[src/rtl/pueo_trig_merge.sv]
`default_nettype none
// ============================================================================
//  Module      : pueo_trig_merge
//  Description : Merges the software, PPS and external trigger streams into
//                one valid/ready trigger stream for the event builder.
//                Each source owns a one-deep pending slot that is filled on
//                the rising edge of its (multi-cycle) valid. A fixed-priority
//                arbiter (pps > ext > soft) feeds an IDLE/OUTPUT/HOLDOFF FSM.
//                Accepted and dropped triggers are counted per run.
//  Ports       : sysclk_i / sysclk_rstn_i   clock, async active-low reset
//                running_i                  run enable, low clears run state
//                holdoff_i                  post-accept dead time (cycles)
//                {soft,pps,ext}_*_i         per-source addr/metadata/valid
//                trig_o/metadata_o/source_o merged trigger, source 1/2/3
//                valid_o / ready_i          downstream handshake
//                event_o                    pulse on each accepted trigger
//                trig_count_o/drop_count_o  accepted / dropped counters
//                drop_o                     pulse per dropped trigger
//  Revision    : 1.0 - initial release
// ============================================================================
module pueo_trig_merge #(
    parameter     SYSCLKTYPE    = "NONE",
    parameter int HOLDOFF_WIDTH = 16
) (
    input  wire logic                     sysclk_i,
    input  wire logic                     sysclk_rstn_i,
    input  wire logic                     running_i,
    input  wire logic [HOLDOFF_WIDTH-1:0] holdoff_i,
    input  wire logic [11:0]              soft_trig_i,
    input  wire logic [7:0]               soft_metadata_i,
    input  wire logic                     soft_valid_i,
    input  wire logic [11:0]              pps_trig_i,
    input  wire logic [7:0]               pps_metadata_i,
    input  wire logic                     pps_valid_i,
    input  wire logic [11:0]              ext_trig_i,
    input  wire logic [7:0]               ext_metadata_i,
    input  wire logic                     ext_valid_i,
    output logic [11:0]                   trig_o,
    output logic [7:0]                    metadata_o,
    output logic [1:0]                    source_o,
    output logic                          valid_o,
    input  wire logic                     ready_i,
    output logic                          event_o,
    output logic [31:0]                   trig_count_o,
    output logic [15:0]                   drop_count_o,
    output logic                          drop_o
);

    typedef enum logic [1:0] {
        ST_IDLE    = 2'd0,
        ST_OUTPUT  = 2'd1,
        ST_HOLDOFF = 2'd2
    } state_t;

    localparam int         c_nsrc     = 3;
    localparam logic [1:0] c_src_soft = 2'd1;
    localparam logic [1:0] c_src_pps  = 2'd2;
    localparam logic [1:0] c_src_ext  = 2'd3;

    // Reset: asynchronous assertion, release synchronised to sysclk_i.
    (* CUSTOM_CC_DST = SYSCLKTYPE *) logic [1:0] r_rst_sync;
    logic w_rstn;

    always_ff @(posedge sysclk_i or negedge sysclk_rstn_i) begin
        if (!sysclk_rstn_i) r_rst_sync <= 2'b00;
        else                r_rst_sync <= {r_rst_sync[0], 1'b1};
    end
    assign w_rstn = r_rst_sync[1];

    // Source vectors, index 0 = soft, 1 = pps, 2 = ext.
    logic [c_nsrc-1:0] w_in_valid;
    logic [11:0]       w_in_trig   [c_nsrc];
    logic [7:0]        w_in_meta   [c_nsrc];
    logic [c_nsrc-1:0] w_pend;
    logic [c_nsrc-1:0] w_take;
    logic [c_nsrc-1:0] w_drop;
    logic [11:0]       w_slot_trig [c_nsrc];
    logic [7:0]        w_slot_meta [c_nsrc];

    assign w_in_valid   = {ext_valid_i, pps_valid_i, soft_valid_i};
    assign w_in_trig[0] = soft_trig_i;
    assign w_in_trig[1] = pps_trig_i;
    assign w_in_trig[2] = ext_trig_i;
    assign w_in_meta[0] = soft_metadata_i;
    assign w_in_meta[1] = pps_metadata_i;
    assign w_in_meta[2] = ext_metadata_i;

    for (genvar g = 0; g < c_nsrc; g++) begin : g_slot
        (* CUSTOM_CC_DST = SYSCLKTYPE *) logic r_valid_q;
        logic        r_pend;
        logic [11:0] r_trig;
        logic [7:0]  r_meta;
        logic        w_cap;

        // Only the first cycle of the held valid is a capture.
        assign w_cap     = running_i & w_in_valid[g] & ~r_valid_q;
        // A slot being drained this cycle has room for the new capture.
        assign w_drop[g] = w_cap & r_pend & ~w_take[g];

        always_ff @(posedge sysclk_i or negedge w_rstn) begin
            if (!w_rstn) begin
                r_valid_q <= 1'b0;
                r_pend    <= 1'b0;
                r_trig    <= '0;
                r_meta    <= '0;
            end else begin
                r_valid_q <= w_in_valid[g];
                if (!running_i) begin
                    r_pend <= 1'b0;
                end else if (w_cap && (!r_pend || w_take[g])) begin
                    r_pend <= 1'b1;
                    r_trig <= w_in_trig[g];
                    r_meta <= w_in_meta[g];
                end else if (w_take[g]) begin
                    r_pend <= 1'b0;
                end
            end
        end

        assign w_pend[g]      = r_pend;
        assign w_slot_trig[g] = r_trig;
        assign w_slot_meta[g] = r_meta;
    end

    state_t                 r_state;
    state_t                 w_state_next;
    logic                   r_valid;
    logic [11:0]            r_trig_out;
    logic [7:0]             r_meta_out;
    logic [1:0]             r_src_out;
    logic [31:0]            r_trig_count;
    logic [15:0]            r_drop_count;
    logic                   r_drop;
    logic [HOLDOFF_WIDTH-1:0] r_hold_cnt;

    logic [1:0]             w_sel_src;
    logic [11:0]            w_sel_trig;
    logic [7:0]             w_sel_meta;
    logic                   w_load;
    logic                   w_accept;
    logic [HOLDOFF_WIDTH:0] w_hold_next;
    logic                   w_hold_done;
    logic [1:0]             w_drop_n;
    logic [16:0]            w_drop_sum;

    // Fixed-priority arbiter, only active in IDLE.
    always_comb begin
        w_take     = '0;
        w_sel_src  = 2'd0;
        w_sel_trig = '0;
        w_sel_meta = '0;
        if (running_i && r_state == ST_IDLE) begin
            if (w_pend[1]) begin
                w_take[1]  = 1'b1;
                w_sel_src  = c_src_pps;
                w_sel_trig = w_slot_trig[1];
                w_sel_meta = w_slot_meta[1];
            end else if (w_pend[2]) begin
                w_take[2]  = 1'b1;
                w_sel_src  = c_src_ext;
                w_sel_trig = w_slot_trig[2];
                w_sel_meta = w_slot_meta[2];
            end else if (w_pend[0]) begin
                w_take[0]  = 1'b1;
                w_sel_src  = c_src_soft;
                w_sel_trig = w_slot_trig[0];
                w_sel_meta = w_slot_meta[0];
            end
        end
    end

    assign w_load = |w_take;

    // The accept cycle counts toward the dead time, so with a non-zero
    // holdoff valid_o can rise again holdoff_i+1 cycles after the accept.
    assign w_hold_next = {1'b0, r_hold_cnt} + {{HOLDOFF_WIDTH{1'b0}}, 1'b1};
    assign w_hold_done = (w_hold_next >= {1'b0, holdoff_i});

    always_ff @(posedge sysclk_i or negedge w_rstn) begin
        if (!w_rstn) r_state <= ST_IDLE;
        else         r_state <= w_state_next;
    end

    always_comb begin
        w_state_next = r_state;
        w_accept     = 1'b0;
        if (!running_i) begin
            w_state_next = ST_IDLE;
        end else begin
            case (r_state)
                ST_IDLE: begin
                    if (w_load) w_state_next = ST_OUTPUT;
                end
                ST_OUTPUT: begin
                    if (ready_i) begin
                        w_accept     = 1'b1;
                        w_state_next = (holdoff_i != '0) ? ST_HOLDOFF : ST_IDLE;
                    end
                end
                ST_HOLDOFF: begin
                    if (w_hold_done) w_state_next = ST_IDLE;
                end
                default: w_state_next = ST_IDLE;
            endcase
        end
    end

    assign w_drop_n   = {1'b0, w_drop[0]} + {1'b0, w_drop[1]} + {1'b0, w_drop[2]};
    assign w_drop_sum = {1'b0, r_drop_count} + {15'd0, w_drop_n};

    always_ff @(posedge sysclk_i or negedge w_rstn) begin
        if (!w_rstn) begin
            r_valid      <= 1'b0;
            r_trig_out   <= '0;
            r_meta_out   <= '0;
            r_src_out    <= '0;
            r_trig_count <= '0;
            r_drop_count <= '0;
            r_drop       <= 1'b0;
            r_hold_cnt   <= '0;
        end else if (!running_i) begin
            r_valid      <= 1'b0;
            r_trig_count <= '0;
            r_drop_count <= '0;
            r_drop       <= 1'b0;
            r_hold_cnt   <= '0;
        end else begin
            if (w_load) begin
                r_valid    <= 1'b1;
                r_trig_out <= w_sel_trig;
                r_meta_out <= w_sel_meta;
                r_src_out  <= w_sel_src;
            end else if (w_accept) begin
                r_valid <= 1'b0;
            end
            if (w_accept) r_trig_count <= r_trig_count + 32'd1;
            r_drop <= |w_drop;
            r_drop_count <= w_drop_sum[16] ? 16'hFFFF : w_drop_sum[15:0];
            if (w_accept)                    r_hold_cnt <= {{(HOLDOFF_WIDTH-1){1'b0}}, 1'b1};
            else if (r_state == ST_HOLDOFF)  r_hold_cnt <= w_hold_next[HOLDOFF_WIDTH-1:0];
        end
    end

    assign trig_o       = r_trig_out;
    assign metadata_o   = r_meta_out;
    assign source_o     = r_src_out;
    assign valid_o      = r_valid;
    assign event_o      = w_accept;
    assign trig_count_o = r_trig_count;
    assign drop_count_o = r_drop_count;
    assign drop_o       = r_drop;

endmodule
`default_nettype wire

[config.mk]
export PLATFORM = sky130hd
export DESIGN_NAME = pueo_trig_merge
export DESIGN_NICKNAME = d
export VERILOG_FILES = /design/src/rtl/pueo_trig_merge.sv
export SDC_FILE = /design/constraint.sdc
export NUM_CORES = 1
export LEC_CHECK = 0
export CORE_MARGIN = 1.5
export CORE_UTILIZATION = 46
export DETAILED_ROUTE_END_ITERATION = 8
export GPL_ROUTABILITY_DRIVEN = 0
export PLACE_DENSITY = 0.73
export RECOVER_POWER = 50
export SYNTH_ARGS = -nofsm -noshare
export SYNTH_HDL_FRONTEND = slang
export SYNTH_SLANG_ARGS = --single-unit
[constraint.sdc]
create_clock -name sysclk_i -period 13.8 [get_ports sysclk_i]
set_input_delay 3.45 -clock sysclk_i [delete_from_list [all_inputs] [get_ports sysclk_i]]
set_output_delay 3.45 -clock sysclk_i [all_outputs]
set_load 0.05 [all_outputs]
==> results of run 1 <==
[area by class of cell]
| class | count | area share [%] |
|---|---|---|
| Sequential cell | 158 | 40.1 |
| Antenna cell | 1 | 0.0254 |
| Tap cell | 216 | 2.74 |
| Timing Repair Buffer | 163 | 16.2 |
| Multi-Input combinational cell | 478 | 34.3 |
| Inverter | 28 | 1.06 |
| Clock buffer | 22 | 4.70 |
| Clock inverter | 9 | 0.862 |
[layout by cell type, fill, tap and decap left out, types with 3 or more instances in the layout]
| master | count |
|---|---|
| and4_1 | 6 |
| o211ai_1 | 3 |
| and2_1 | 5 |
| clkbuf_1 | 6 |
| clkdlybuf4s50_1 | 149 |
| nand3_1 | 23 |
| clkbuf_16 | 17 |
| o41ai_1 | 3 |
| clkinvlp_4 | 3 |
| nor3_1 | 5 |
| o31ai_1 | 6 |
| a32o_1 | 4 |
| a31oi_1 | 3 |
| nor2_1 | 51 |
| and3_1 | 12 |
| dfrtp_1 | 158 |
| mux2_2 | 20 |
| clkinv_2 | 3 |
| or4_1 | 3 |
| nor4_1 | 6 |
| xnor2_1 | 24 |
| nor2b_1 | 4 |
| mux2_1 | 40 |
| nand2b_1 | 3 |
| or3_1 | 10 |
| buf_4 | 5 |
| xor2_1 | 22 |
| a22oi_1 | 4 |
| ha_1 | 20 |
| a21oi_1 | 36 |
| o21ai_0 | 40 |
| a222oi_1 | 15 |
| nand2_1 | 57 |
| inv_1 | 28 |
| dlygate4sd3_1 | 6 |
| nand4_1 | 16 |
[where the power goes]
| group | switching (W) | internal (W) | leakage (nW) |
|---|---|---|---|
| Clock | 0.000184 | 0.000257 | 0.263 |
| Sequential | 0.0000393 | 0.000526 | 2.04 |
| Combinational | 0.000146 | 0.000101 | 1.89 |
[registers in the layout, summed over array words and instances, names as in the netlist, 3 cells and up]
signal and cells:
drop_count_o 16, r_hold_cnt 16, metadata_o 8, g_slot.r_valid_q 3, g_slot.r_pend 3, g_slot.r_trig 36
g_slot.r_meta 24, trig_count_o 32, trig_o 12
[worst max path at each step]
stage / start / endpoint / slack (ns) / depth (start not counted)
final: running_i / event_o / 4.56 / 5
after global routing: running_i / event_o / 4.38 / 5
after CTS: ready_i / event_o / 4.93 / 5
after detailed placement: ready_i / event_o / 4.94 / 5
after global placement: ready_i / event_o / 4.97 / 5
after floorplan: ready_i / event_o / 6.19 / 3
[cell usage after synthesis, drive strengths merged (15+ instances only)]
library cell	count	area [um^2]
nand2	57	214
a21oi	36	180
inv	28	105
nor2	51	191
xnor2	24	210
nand3	24	133
ha	20	250
xor2	22	193
dfrtp	158	3950
clkbuf	22	82.6
mux2	60	676
nand4	16	100
a222oi	15	150
o21ai	41	205
[worst max-delay path, cell delays in order]
cell,delay (ns)
dlygate4sd3_1,0.52
clkbuf_1,0.67
nand2_1,0.22
inv_1,0.11
clkdlybuf4s50_1,0.81
[kinds of logic (layout without fill, tap and decap cells)]
logic type	Yosys count	after routing	synth area share (%)
adders and majority gates	22	22	3.83
buffers and inverters	62	222	3.32
other	1	2	0.0495
xor gates and xnor gates	46	46	5.32
muxes	62	62	9.18
DFF	158	158	52.2
AOI/OAI and AO/OA	133	133	11.4
and+or+nand+nor	214	214	14.7
[layer usage]
metal	global-route usage, %	share of wire [%]
met1	30.3	46
met2	36.8	48
met3	6.13	5.5
met4	6.23	1.3
met5	0	0
[metrics by stage]
stage | total power (W) | setup WS, ns | std cells | area [um^2]
after floorplan | 0.000720 | 6.19 | 698 | 7580
after global placement | 0.000813 | 4.97 | 1043 | 9340
after detailed placement | 0.000823 | 4.94 | 1043 | 9340
after CTS | 0.00127 | 4.93 | 1074 | 9890
after global routing | 0.00131 | 4.38 | 1075 | 9870
final | 0.00125 | 4.56 | 1075 | 9870
==> flow_summary.toml, run 1 <==
[run_status]
outcome = "complete, but fails checks"
violations = "capacitance limit, slew limit"

[grt]
grt_use_total_pct = 22.7
grt_pass1_vias = 6177
grt_overflow = 0
grt_max_degree = 61
grt_first_pass_wirelength_um = 31600
antenna_found_initial = 1

[placement]
port_buffers = 155
dp_hpwl_um = 13000

[worst_setup_path]
start_kind = "input pin"
endpoint_kind = "output port"
cp_max_fo = 19
required_ns = 10.35
regToRegStartpoint = "r_rst_sync[1]"
regToRegSetupSlack_ns = 7.16
reg2reg_to = "g_slot[2].r_meta[6]"
r2r.worst_path.cells = 2
worstPathArrival_ns = 5.79
worstSetupPathType = "in -> out"

[yosys]
yosysWarningCount = 0
ys_seq_area_share_pct = 52.2
synth-edff-count = 0
ys_ff_latch = 158
syn_avg_cell_area_um2 = 10.9
synth_cells = 698
synth_area_um2 = 7580
synth_cell_types = 61
ys.flop_type = "dfrtp_1"
async_flop_share_pct = 100
syn-num-nets = 803

[power]
power_leakage_nw = 4.20
p_per_area_nw_per_um2 = 127
irDropWorstVdd_uv = 90.6

[worst_hold_path]
holdPathStages = 0
min_from = "r_rst_sync[0]"
hold_class = "reg -> reg"
min_to = "r_rst_sync[1]"

[sta]
min_period_over_period_pct = 67.0
hold_violations = 0
drv_slew = 215
finClkSkew_ns = 0.00821
min_period_ns = 9.24
grt_setup_unrepaired = "no"
finalSetupTns_ns = 0
setup_viol = 0
whs_ns = 0.360
max_freq_mhz = 108
max_slew.worst_pin.slew_ns = 3.17
timing.slew.headroom_pct = -112

[floorplanning]
die_h_um = 131
dieArea_um2 = 17300
placementRows = 46
coreArea_um2 = 16000
pin_count = 156
initial_core_util_pct = 47.4
die_w_um = 131

[clocking]
cts_buffer_depth = 2
numCtsBuffers = 17
clock-sinks = 158
clkSlewWorstSetupHoldPaths_ns = 0.06
cts_tree = "built"
cts-resized-gates = 0
postCtsSetupBuffers = 0
cts_root_buffer = "clkbuf_16"
htreeDepth = 4
worstSkewPairLatency_ns = 0.43
ctsHoldBuffers = 0

[detailed_routing]
first_pass_iters = 7
drc = 0
vias = 5980
postRouteAntennaNets = 0
drtIter0Drc = 394
viasPerCell = 5.56
routedWlPerCell_um = 17.5
wl_um = 18800

[layout]
area_growth_pct = 30.2
seqCellArea_um2 = 3950
multiInputGateArea_um2 = 3390
n_fill_cell = 1292
final_util_pct = 61.7
drive_gt1_share_pct = 7.69
fin_nets = 951

[job]
cap_violations = 4
(Power assumes the default switching activity.)
==> inputs of run 2 (changes only) <==
==> constraint.sdc (replaced) <==
create_clock -name sysclk_i -period 9.2 [get_ports sysclk_i]
set_input_delay 2.3 -clock sysclk_i [delete_from_list [all_inputs] [get_ports sysclk_i]]
set_output_delay 2.3 -clock sysclk_i [all_outputs]
set_load 0.05 [all_outputs]
==> run 2 against run 1 <==
Effect of this change:
- critical path type is now in -> reg
- worst hold slack worse by 0.0036 ns
- core utilization up 0.28 points
- global-route usage decreased by 0.053 points
- critical path depth grew 6
- combinational power grew 46%
- the run still ends with capacitance limit, slew limit left
- clock power rose by 66%
- highest routed layer unchanged
- largest cell class unchanged
- largest power group unchanged
- sequential power rose by 51%
==> flow_summary.toml, run 2 (synthesized netlist as in run 1, its figures left out) <==
[grt]
grt_first_pass_wirelength_um = 31200
grt_use_total_pct = 22.7
antenna_found_initial = 0
grt_max_degree = 91
grt_pass1_vias = 6126
grt_overflow = 0

[clocking]
worstSkewPairLatency_ns = 0.43
cts_root_buffer = "clkbuf_16"
ctsHoldBuffers = 0
cts_buffer_depth = 2
clock-sinks = 158
clkSlewWorstSetupHoldPaths_ns = 0.06
numCtsBuffers = 17
postCtsSetupBuffers = 0
cts-resized-gates = 0
htreeDepth = 4
cts_tree = "built"

[job]
cap_violations = 2

[power]
p_per_area_nw_per_um2 = 196
irDropWorstVdd_uv = 160
power_leakage_nw = 4.27

[detailed_routing]
drtIter0Drc = 440
wl_um = 19100
viasPerCell = 5.66
postRouteAntennaNets = 0
vias = 6071
routedWlPerCell_um = 17.9
first_pass_iters = 5
drc = 0

[sta]
min_period_ns = 6.96
worst_slack_ns = 2.24
hold_violations = 0
finalSetupTns_ns = 0
drv_slew = 122
finClkSkew_ns = 0.0121
grt_setup_unrepaired = "no"
min_period_over_period_pct = 75.6
max_slew.worst_pin.slew_ns = 2.73
setup_viol = 0
timing.slew.headroom_pct = -82.3
max_freq_mhz = 144

[placement]
dp_slack_ns = 2.32
dp_hpwl_um = 13100
port_buffers = 155
dp.cells = 1040

[run_status]
violations = "capacitance limit, slew limit"
outcome = "complete, but fails checks"

[layout]
largest_register_ffs = 36
top_register = "g_slot.r_trig"
mostFrequentLayoutCells = "dfrtp_1 (158), clkdlybuf4s50_1 (125), nand2_1 (57)"
fin_nets = 948
final_common_cell = "dfrtp_1"
final_util_pct = 62.0
n_antenna_cell = 0
area_growth_pct = 30.8
fin_cells = 1072
n_fill_cell = 1269
drive_gt1_share_pct = 7.83

[floorplanning]
initial_core_util_pct = 47.4
die_w_um = 131
coreArea_um2 = 16000
placementRows = 46
dieArea_um2 = 17300
pin_count = 156
die_h_um = 131

[worst_setup_path]
cp_max_fo = 53
regToRegStartpoint = "r_state[0]"
start_kind = "input pin"
endpoint_kind = "flip-flop"
worstSetupPathType = "in -> reg"
worstSetupStartpoint = "running_i"
required_ns = 9.52
worstPathArrival_ns = 7.28

[worst_hold_path]
hold_class = "reg -> reg"
min_from = "r_rst_sync[0]"
[run 2: through the flow]
step           power (W)  instance area, um^2  hold WS [ns]
2_1_floorplan    0.00108                 7580         0.331
3_3_place_gp     0.00122                 9320         0.344
3_5_place_dp     0.00124                 9320         0.347
4_1_cts          0.00197                 9940         0.360
5_1_grt          0.00203                 9920         0.363
6_report         0.00194                 9920         0.356
[run 2: area by class of cell]
class	count	area [um^2]	area share [%]
repair buffers	160	1590	16.0
clock buffers	23	488	4.92
inverters	28	105	1.06
well taps	216	270	2.73
clock inverters	9	133	1.34
flip-flops and latches	158	3950	39.9
multi-input cells	478	3380	34.1
[run 2: where the power goes]
part / internal (W) / leakage (nW) / switching, W
Sequential: 0.000789 / 2.04 / 0.0000618
Combinational: 0.000142 / 1.93 / 0.000218
Clock: 0.000456 / 0.299 / 0.000277
Total: 0.00139 / 4.27 / 0.000557
[run 2: final timing paths]
kind / to / slack [ns] / cells after the start
min in group asynchronous: r_hold_cnt[6] / 1.15 / 0
worst max register to register: drop_count_o[0] / 4.88 / 10
worst min register to register: r_rst_sync[1] / 0.36 / 0
max in group asynchronous: g_slot[0].r_trig[8] / 5.79 / 1
worst min-delay path: r_rst_sync[1] / 0.36 / 0
worst max-delay path: drop_count_o[0] / 2.24 / 11
[run 2: layer usage]
layer	global-route usage, %	up-vias	wire length, um
met1	29.8	3010	8350
li1	-	2811	-
met2	37.3	219	9310
met3	5.71	31	1140
met5	0	-	0
met4	6.42	0	335
[run 2: critical path: stages]
cell and delay [ns]:
dlygate4sd3_1 1.01, inv_1 0.89, or3_1 0.77, o21ai_1 0.25, nor2_1 0.09, fa_1 0.49
ha_1 0.19, fa_1 0.29, nand3_1 0.14, or3_1 0.61, a21oi_1 0.23
==> RTL edit 1 (flow settings as in run 2) <==
Put one more register stage on the output `trig_count_o`. The value now appears one clock later. The other outputs are not delayed to match.
--- a/src/rtl/pueo_trig_merge.sv
+++ b/src/rtl/pueo_trig_merge.sv
@@ -248,3 +248,5 @@
     assign event_o      = w_accept;
-    assign trig_count_o = r_trig_count;
+    always_ff @(posedge sysclk_i) begin
+        trig_count_o <= r_trig_count;
+    end
     assign drop_count_o = r_drop_count;
Behaviour: not the same (Yosys sat finds a counterexample within 10 cycles, from zero or initial values and one cycle with sysclk_rstn_i low).
==> RTL edit 1 against run 2 <==
  * The flow still finishes with violations (capacitance limit, slew limit)
  * Synthesized cell count is 9.0% higher
  * Routed wire length is 6.5% lower
  * Synthesized area is 9.8% higher
  * Die area is 9.5% higher
  * Hold slack better by 1.7 ps
  * Power is 11% higher
  * Global-route usage is 2.7 points lower
  * Clock power is 9.7% higher
  * Cell area is 8.3% higher
  * Setup slack worse by 410 ps
  * First-iteration DRC count is 40% lower
  * Via count is 0.54% higher
  * Sequential cell count is 32 higher
  * Combinational power is 3% higher
  * Critical path type unchanged
==> RTL edit 1: results (changes against run 2) <==
INFO  metric synth_sequential_area_ratio = 55.2% (was 52.2%)
INFO  metric global_routing_met3_resource_utilization = 7.17% (was 5.71%)
INFO  metric areaGrowthSynthToFinish = 29.0% (was 30.8%)
INFO  metric swShare = 27.5% (was 28.7%)
INFO  metric slew_violations = 215 (was 122)
INFO  metric design.final.nets = 1013 (was 948)
INFO  metric design.die.area = 18900 um2 (was 17300 um2)
INFO  metric vias_per_cell = 5.33 (was 5.66)
INFO  metric powerComb = 371 uW (was 360 uW)
INFO  metric crit-reg2reg-capture = r_trig_count[14] (was drop_count_o[0])
INFO  metric hpwlAfterDp = 12300 um (was 13100 um)
INFO  metric max_slew.worst_pin.slew = 4350 ps (was 2730 ps)
INFO  metric synth-seq-cells = 190 (was 158)
INFO  metric postSynth.asyncResetShare = 83.2% (was 100%)
INFO  metric antenna_violations_before_repair = 1 (was 0)
INFO  metric net-switching-power = 594 uW (was 557 uW)
INFO  metric vdd.ir_drop.worst = 0.000198 V (was 0.000160 V)
INFO  metric gr_met2_demand_resource = 30.9% (was 37.3%)
INFO  metric clockNetworkPower = 803 uW (was 732 uW)
INFO  metric via_count_of_the_first_global_routing_pass = 5801 (was 6126)
INFO  metric wl_met2 = 8520 um (was 9310 um)
INFO  metric register_area = 4590 um2 (was 3950 um2)
INFO  metric leakagePower = 4.49 nW (was 4.27 nW)
INFO  metric timing.critical_path.to = drop_count_o[1] (was drop_count_o[0])
INFO  metric multi_input_cells = 509 (was 478)
INFO  metric topRoutingLayerUsed = met5 (was met4)
INFO  metric ys_types = 56 (was 61)
INFO  metric status = finished, violations left (unchanged)
INFO  metric wirelength_routed = 17900 um (was 19100 um)
INFO  metric post_synth_most_frequent_cells = dfrtp_1, nor2_1, nand2_1 (was dfrtp_1, nand2_1, nor2_1)
INFO  metric clock_buffer_count = 26 (was 23)
INFO  metric average_wire_per_cell_in_the_routed_design = 15.6 um (was 17.9 um)
INFO  metric violations_in_the_final_reports = capacitance limit, slew limit (unchanged)
INFO  metric nonClkBufAreaFrac = 14.9% (was 16.0%)
INFO  metric maxCapViolations = 3 (was 2)
INFO  metric syn_nets = 866 (was 803)
-- RTL edit 1: changes by cell type after synthesis, sizes merged, moves of 8 or more --
cell    before  now
a22oi        4   19
nand3       24   32
a21oi       36   58
dfxtp        0   32
a222oi      15    0
nor2        51   66
-- RTL edit 1: worst max-delay path, cell delays in order --
cell	delay [ps]
dlygate4sd3_1	660
clkinv_1	100
clkbuf_1	1940
nor3_1	300
fa_1	640
ha_1	180
fa_1	260
inv_1	50
or3_1	490
or3_4	550
a21oi_1	180
-- RTL edit 1: cell families (layout without fill, tap and decap cells) --
kind of cell    count (synthesis)  count (layout)  synth area share [%]
compound gates                150             150                  11.3
xor+xnor                       46              46                  4.84
fa+ha+maj                      22              22                  3.49
buf+inv                        62             222                  3.13
flops                         190             190                  55.2
mux                            60              60                  8.12
other cells                     1               1                0.0451
simple gates                  230             230                  13.9
==> RTL edit 2 (config.mk and constraints of run 2) <==
Without the edit above. Change the parameter `HOLDOFF_WIDTH` from 16 to 18.
--- a/src/rtl/pueo_trig_merge.sv
+++ b/src/rtl/pueo_trig_merge.sv
@@ -22,3 +22,3 @@
     parameter     SYSCLKTYPE    = "NONE",
-    parameter int HOLDOFF_WIDTH = 16
+    parameter int HOLDOFF_WIDTH = 18
 ) (
Interface: changed (resized holdoff_i); port bits go from 156 to 158. No check against the original RTL was run, so the function may have changed too.
==> RTL edit 2 against run 2 <==
  * The run still ends with capacitance limit, slew limit left
  * Combinational power is 4% higher
  * Count of clock-buffer cells in the layout decreased by 6
  * Via count rose by 3.5%
  * Non-clock buffer count is 5 higher
  * Synthesized area grew 4.3%
  * Sequential cell count up 2
  * Cell area up 3.1%
  * Sequential power is essentially flat
  * Critical path depth shrank 7
  * Synthesized cell count up 11%
  * Routed wire length fell by 3.7%
  * Power decreased by 2.1%
  * Setup slack better by 320 ps
  * Critical endpoint is now event_o
  * Largest cell class unchanged
==> RTL edit 2: results (changes against run 2) <==
INFO  metric cp_max_fo = 12 (was 53)
INFO  metric critPathArrivalTime = 4330 ps (was 7280 ps)
INFO  metric ff2ff_path_depth = 2 (was 10)
INFO  metric status = finished, violations left (unchanged)
INFO  metric design.final.nets = 1030 (was 948)
INFO  metric slew_violations = 181 (was 122)
INFO  metric total_grt_usage = 21.3% (was 22.7%)
INFO  metric maxCapViolations = 4 (was 2)
INFO  metric first_iter_violations = 431 (was 440)
INFO  metric average_wire_per_cell_in_the_routed_design = 16.0 um (was 17.9 um)
INFO  metric drive_above_1_share = 10.8% (was 7.83%)
INFO  metric hpwlAfterDp = 13300 um (was 13100 um)
INFO  metric worstSetupStartpoint = ready_i (was running_i)
INFO  metric first_pass_iters = 6 (was 5)
INFO  metric fillerInstances = 1406 (was 1269)
INFO  metric max_slew.worst_pin.slew = 3530 ps (was 2730 ps)
INFO  metric via_count_of_the_first_global_routing_pass = 6013 (was 6126)
INFO  metric grt_max_degree = 68 (was 91)
INFO  metric clock-skew-final = 5.78 ps (was 12.1 ps)
INFO  metric syn_nets = 882 (was 803)
INFO  metric timing.rr.start = r_rst_sync[1] (was r_state[0])
INFO  metric netlist_top_cells_area = dfrtp_1, mux2_2, a21oi_1, ha_1, nand2_1 (was dfrtp_1, mux2_1, ha_1, mux2_2, nand2_1)
INFO  metric violations_in_the_final_reports = capacitance limit, slew limit (unchanged)
INFO  metric dp_slack = 2590 ps (was 2320 ps)
INFO  metric leakagePower = 4.37 nW (was 4.27 nW)
INFO  metric vias_per_cell = 5.44 (was 5.66)
INFO  metric antenna_violations_before_repair = 1 (was 0)
INFO  metric wirelength_routed = 18400 um (was 19100 um)
INFO  metric post_synth_most_frequent_cells = dfrtp_1, nand2_1, a21oi_1 (was dfrtp_1, nand2_1, nor2_1)
INFO  metric port_buffers = 157 (was 155)
INFO  metric crit_slowest_cell = clkdlybuf4s50_1 (was dlygate4sd3_1)
INFO  metric vdd.ir_drop.worst = 0.000151 V (was 0.000160 V)
INFO  metric ys_types = 53 (was 61)
-- RTL edit 2: cell types whose count changed in the layout (fill, tap and decap cells not counted), sizes merged, moves of 14 or more --
| cell | change |
|---|---|
| a21oi | +30 |
| clkdlybuf4s50 | +22 |
| dlygate4sd3 | -20 |
| a222oi | -15 |
| a22oi | +15 |
| inv | +14 |
-- RTL edit 2: path summary, 6_finish.rpt --
| path | end | slack [ps] |
|---|---|---|
| setup reg to reg | trig_count_o[5] | 2800 |
| min in group asynchronous | g_slot[0].r_trig[6] | 750 |
| hold / removal | r_rst_sync[1] | 360 |
| setup / recovery | event_o | 2570 |
| hold reg to reg | r_rst_sync[1] | 360 |
| max in group asynchronous | trig_count_o[5] | 2800 |
-- RTL edit 2: layout make-up --
cell class	count	area, um2	share of cell area, %
flip-flops and latches	160	4000	39.2
multi-input cells	542	3600	35.2
repair buffers	165	1620	15.9
clock buffers	17	425	4.16
well taps	220	275	2.69
clock inverters	15	145	1.42
inverters	35	145	1.42
diodes	1	2.50	0.0245
-- RTL edit 2: metal layers --
metal  share of wire, %  vias to the layer above  track usage (%)
met3                5.0                       29             3.82
met4                2.3                        0             8.06
met1                 47                     3040             31.7
li1                   -                     3035                -
met5                  0                        -                0
met2                 46                      178             31.2
-- RTL edit 2: cell families (layout without fill, tap and decap cells) --
logic type	Yosys count	in the layout	share of synthesized area, %
fa+ha+maj	24	24	3.99
mux	62	62	8.80
other cells	1	2	0.0474
simple gates	246	246	15.9
flops	160	160	50.6
buf+inv	71	232	3.64
xor+xnor	47	47	5.20
compound gates	162	162	11.8
-- RTL edit 2: power breakdown --
| part | switching (mW) | total [mW] | internal (mW) |
|---|---|---|---|
| sequential | 0.0572 | 0.851 | 0.794 |
| clock | 0.318 | 0.677 | 0.360 |
| combinational | 0.219 | 0.373 | 0.154 |
